<file path="src/rtl/conv_out_writer.sv">
// conv_out_writer: quantizes conv results into output RAM, then streams the frame out bytewise (CONV_OUT_RELU_EN selects ReLU clamp).
module conv_out_writer #(
  parameter logic [7:0] img_size = 8'h1C,
  parameter logic [3:0] filter_size = 4'b0110,
  parameter logic [4:0] shift = 5'd8
)(
  input  logic        clk,
  input  logic        rst,
  input  logic        start,
  input  logic        in_valid,
  input  logic [23:0] in_data,
  input  logic [12:0] in_addr,
  input  logic        in_done,
  output logic [12:0] ram_addr,
  output logic [7:0]  ram_wdata,
  output logic        ram_we,
  input  logic [7:0]  ram_rdata,
  output logic        tx_valid,
  output logic [7:0]  tx_data,
  input  logic        tx_ready,
  output logic        busy,
  output logic        done,
  output logic        seq_err
);
  localparam int TOTAL = int'(img_size) * int'(img_size) * int'(filter_size);
  localparam logic [13:0] TOT = 14'(TOTAL);
  localparam logic [12:0] LAST = 13'(TOTAL - 1);
`ifdef CONV_OUT_RELU_EN
  localparam logic signed [23:0] LO = 24'sd0;
`else
  localparam logic signed [23:0] LO = -24'sd128;
`endif
  typedef enum logic [2:0] {IDLE, COLLECT, RD_ADDR, RD_WAIT, SEND, FINISH} state_t;
  state_t state;
  logic [13:0] wr_cnt;
  logic [12:0] rd_cnt;
  logic signed [23:0] y;
  logic [7:0] q;
  assign y = $signed(in_data) >>> shift;
  assign q = y > 24'sd127 ? 8'h7f : y < LO ? LO[7:0] : y[7:0];
  assign busy = state != IDLE;
  always_ff @(posedge clk) begin
    if (rst) begin
      state <= IDLE;
      wr_cnt <= '0;
      rd_cnt <= '0;
      ram_addr <= '0;
      ram_wdata <= '0;
      ram_we <= 1'b0;
      tx_valid <= 1'b0;
      tx_data <= '0;
      done <= 1'b0;
      seq_err <= 1'b0;
    end else begin
      ram_we <= 1'b0;
      done <= 1'b0;
      case (state)
        IDLE: begin
          ram_addr <= '0;
          ram_wdata <= '0;
          tx_data <= '0;
          tx_valid <= 1'b0;
          if (start) begin
            state <= COLLECT;
            wr_cnt <= '0;
            seq_err <= 1'b0;
          end
        end
        COLLECT:
          if (wr_cnt == TOT) begin
            if (in_valid) seq_err <= 1'b1;
            state <= RD_ADDR;
            rd_cnt <= '0;
            ram_addr <= '0;
          end else if (in_valid) begin
            ram_we <= 1'b1;
            ram_addr <= in_addr;
            ram_wdata <= q;
            wr_cnt <= wr_cnt + 14'd1;
            if ({1'b0, in_addr} != wr_cnt) seq_err <= 1'b1;
          end else if (in_done) begin
            seq_err <= 1'b1;
            state <= RD_ADDR;
            rd_cnt <= '0;
            ram_addr <= '0;
          end
        // ram_addr is already set on entry so the RAM data lands during RD_WAIT
        RD_ADDR: state <= RD_WAIT;
        RD_WAIT: begin
          tx_data <= ram_rdata;
          tx_valid <= 1'b1;
          state <= SEND;
        end
        SEND:
          if (tx_ready) begin
            tx_valid <= 1'b0;
            if (rd_cnt == LAST) begin
              done <= 1'b1;
              state <= FINISH;
            end else begin
              rd_cnt <= rd_cnt + 13'd1;
              ram_addr <= rd_cnt + 13'd1;
              state <= RD_ADDR;
            end
          end
        FINISH: state <= IDLE;
        default: state <= IDLE;
      endcase
    end
  end
endmodule

</file>
<file path="config.mk">
export PLATFORM = sky130hd
export DESIGN_NAME = conv_out_writer
export DESIGN_NICKNAME = d
export VERILOG_FILES = /design/src/rtl/conv_out_writer.sv
export SDC_FILE = /design/constraint.sdc
export NUM_CORES = 1
export LEC_CHECK = 0
export CAP_MARGIN = 0
export CORE_MARGIN = 3
export CORE_UTILIZATION = 34
export DETAILED_ROUTE_END_ITERATION = 8
export GPL_ROUTABILITY_DRIVEN = 0
export PLACE_DENSITY_LB_ADDON = 0.3
export REMOVE_ABC_BUFFERS = 1
export SETUP_SLACK_MARGIN = 0.02
export SYNTH_ARGS = -nofsm -noshare
export SYNTH_HDL_FRONTEND = slang
export SYNTH_SLANG_ARGS = --single-unit
</file>
<file path="constraint.sdc">
create_clock -name clk -period 4 [get_ports clk]
set_input_delay 0.8 -clock clk [delete_from_list [all_inputs] [get_ports clk]]
set_output_delay 0.8 -clock clk [all_outputs]
set_load 0.02 [all_outputs]
</file>
==> summary.md <==
| Metric | Value |
|---|---|
| Post-CTS Resized | `0` |
| Pre-antenna DRT Iters | `5` |
| WL per Instance | `between 15 and 20 um` |
| Tmin final | `2.99 ns` |
| H-tree level count | `3` |
| Largest net degree at the start of global routing | `24` |
| Port bufs | `76` |
| R2r worst-path depth | `5` |
| Multi-input gate area | `2110 um^2` |
| FF+latch count, synth | `63` |
| Clock latency on the worst-skew pair | `around 0.35 ns` |
| Syn avg cell area | `8.93 um^2` |
| Initial Utilization | `35.9%` |
| Setup bufs post-CTS | `0` |
| Synthesis Warnings | `0` |
| Power Density | `~330 nW/um^2` |
| Ys flop type | `dfxtp_1` |
| # rows | `36` |
| Die Y | `109 um` |
| CP Class | `reg -> out` |
| Number of routed nets with antenna violations | `0` |
| Rel. slew slack | `approximately two fifths` |
| Dpl cells | `between 500 and 600` |
| Vias | `3,262` |
| Post-Synthesis Cells | `~400` |
| Hold depth | `2` |
| 1st-iter DRT viols | `130` |
| Initial antenna violation count | `0` |
| Max Root-Sink Buffers | `2` |
| Die area | `approximately 12,000 um^2` |
| Diodes inserted | `0` |
| Routed wire length | `9980 um` |
| Setup Skew | `between 0.009 and 0.01 ns` |
| Layout filler cell count | `between 900 and 1,000` |
| Lkg Pwr | `roughly 1.5 nW` |
| First-pass GRT wire length | `between 15,000 and 20,000 um` |
| Leading area contributor after synthesis | `dfxtp_1` |
| Run status | `finished clean` |
| CTS sink cnt | `63` |
| Post-synth EDFFs | `0` |
| Critical path peak fanout | `20` |
| Post-Synthesis Cell Area | `~3600 um^2` |
| Ranking of synthesized cells by area | `dfxtp_1, a21oi_1, nor2_1, xnor2_1, o2bb2ai_2` |
| Final Max Tran Viols | `0` |
| Hold Fails Final Rpt | `0` |
| Worst min-delay path class | `reg -> reg` |
| Nets | `roughly 520` |
| # DRC | `0` |
| Layout cell share with drive strength beyond 1 | `between 10% and 20%` |
| Fin cells | `roughly 600` |
| Final setup fails | `0` |
| Setup slack, reg-to-reg | `between 1 and 1.5 ns` |
| Async set-or-reset flop fraction in the synthesized netlist | `0%` |
| Overflow after GRT | `0` |
| Area Overhead vs Synth | `26.8%` |
| Tcrit/Tclk final | `roughly 75%` |
| Crit path arrival time | `2.19 ns` |
| CORE AREA | `10,000 um^2` |
| Total GRT Usage | `between 10% and 20%` |
| Hold_buf cts | `0` |
| Total of max-cap violations | `0` |
| Root Buffer | `clkbuf_8` |
| Critical Path Start Type | `flop` |
| Clock slew at reported path FFs | `about 0.08 ns` |
| Seq. cell area | `between 1000 and 1500 um^2` |
| Vias in the first global route | `approximately 3,200` |
| TNS Setup | `0 ns` |
| Die X | `109 um` |
| Seq/Total Area, Yosys | `35.0%` |
| Yosys top cell area share | `35.0%` |
| IO Pins | `85` |
| Mean number of vias per cell | `5.37` |
| Peak VDD IR | `167 uV` |
| Critical path capture point type | `output pin` |
| CTS buffer count | `9` |
| RSZ-0062 raised after global routing | `false` |
| F_max | `between 300 and 400 MHz` |
| Detailed Place HPWL | `between 7000 and 8000 um` |
| Yosys cell types | `68` |
| TritonCTS clock tree | `done` |
| Slew @ Worst Pin | `approximately 0.91 ns` |
| Required time of the critical path | `3.20 ns` |
## state kept, by name, summed over array words and instances, names as in the netlist
signal,cells
done,1
ram_addr,13
seq_err,1
rd_cnt,13
wr_cnt,14
tx_valid,1
tx_data,8
state,3
ram_wdata,8
ram_we,1
## where the power goes
group | switching (W) | internal (W) | total [W]
Sequential | 0.0000205 | 0.000640 | 0.000660
Clock | 0.000270 | 0.000349 | 0.000619
Combinational | 0.000141 | 0.000105 | 0.000245
## cells in the final DEF (no fill, tap or decap), types with 3 or more instances in the layout
cell,synthesis,routed
nor3_1,10,10
or3_1,7,7
or3b_1,5,5
ha_1,3,3
o2bb2ai_2,10,10
dfxtp_1,63,63
clkbuf_8,2,9
nor4_1,7,7
xnor2_1,19,19
a21oi_1,44,44
o31ai_1,10,10
nand2_1,16,16
o21ai_0,11,11
a211oi_1,4,4
nor2_1,48,48
nand3_1,19,19
clkdlybuf4s50_1,0,76
xor2_1,5,5
nand4_1,10,10
a22oi_1,8,8
a32oi_1,3,3
nor2b_1,10,10
buf_4,0,3
inv_1,10,10
mux2i_1,6,6
## cell type report
| type | instances | area share (%) |
|---|---|---|
| clock buffer | 10 | 2.79 |
| clock inverter | 6 | 1.86 |
| inverter | 11 | 0.902 |
| multi-input combinational | 306 | 46.1 |
| sequential | 63 | 27.6 |
| tap | 133 | 3.64 |
| timing repair buffer | 79 | 17.1 |
## synth_stat cells, drive strengths merged, types with 3 or more instances
| library cell | n |
|---|---|
| dfxtp | 63 |
| nor2 | 51 |
| a21oi | 46 |
| nand3 | 19 |
| xnor2 | 19 |
| nand2 | 17 |
| buf | 14 |
| o21ai | 12 |
| o2bb2ai | 12 |
| nand4 | 11 |
| nor3 | 11 |
| clkbuf | 10 |
| inv | 10 |
| nor2b | 10 |
| o31ai | 10 |
| nor4 | 9 |
| a22oi | 8 |
| or3 | 7 |
| mux2i | 6 |
| or3b | 5 |
| xor2 | 5 |
| a211oi | 4 |
| a31oi | 3 |
| a32oi | 3 |
| and3 | 3 |
| ha | 3 |
## layer usage
metal  part of all wire (%)  routed length, um  track usage [%]  vias to the layer above
met5                      0                  0                0                        -
met1                     44               4440             21.8                     1535
li1                       -                  -                -                     1623
met3                    4.6                459             3.14                       13
met4                    1.9                189             6.31                        0
met2                     49               4900             29.0                       91
## critical path, cell delays in order, from the launching register on
cell	delay [ns]
dfxtp_1	0.90
or3_1	0.29
clkdlybuf4s50_1	0.65
## cells by family (layout without fill, tap and decap cells)
group | after synthesis | in the layout | synth area share (%)
adder cells (fa/ha/maj) | 3 | 3 | 1.04
flip-flops | 63 | 63 | 35.0
AO/OA/AOI/OAI | 113 | 113 | 23.4
XOR/XNOR | 24 | 24 | 5.83
buffers and inverters | 35 | 106 | 6.55
AND/OR/NAND/NOR | 160 | 160 | 26.5
multiplexers | 6 | 6 | 1.66
## worst paths after layout
check             startpoint      endpoint
setup / recovery    state[1]          busy
hold / removal       seq_err       seq_err
setup reg to reg    state[0]  ram_addr[12]
hold reg to reg      seq_err       seq_err
## per-stage QoR
stage	utilization [%]	worst slack [ns]	hold WS, ns	cell area, um^2	power [W]
CTS	45.6	1.01	0.467	4580	0.00154
global placement	43.4	1.22	0.449	4360	0.000917
global route	45.6	0.900	0.486	4580	0.00158
detailed placement	43.4	1.17	0.441	4360	0.000919
finish	45.6	1.01	0.467	4580	0.00152
floorplan	-	1.83	0.454	3410	0.000801
Note: power is estimated with default switching activity, not from simulation.
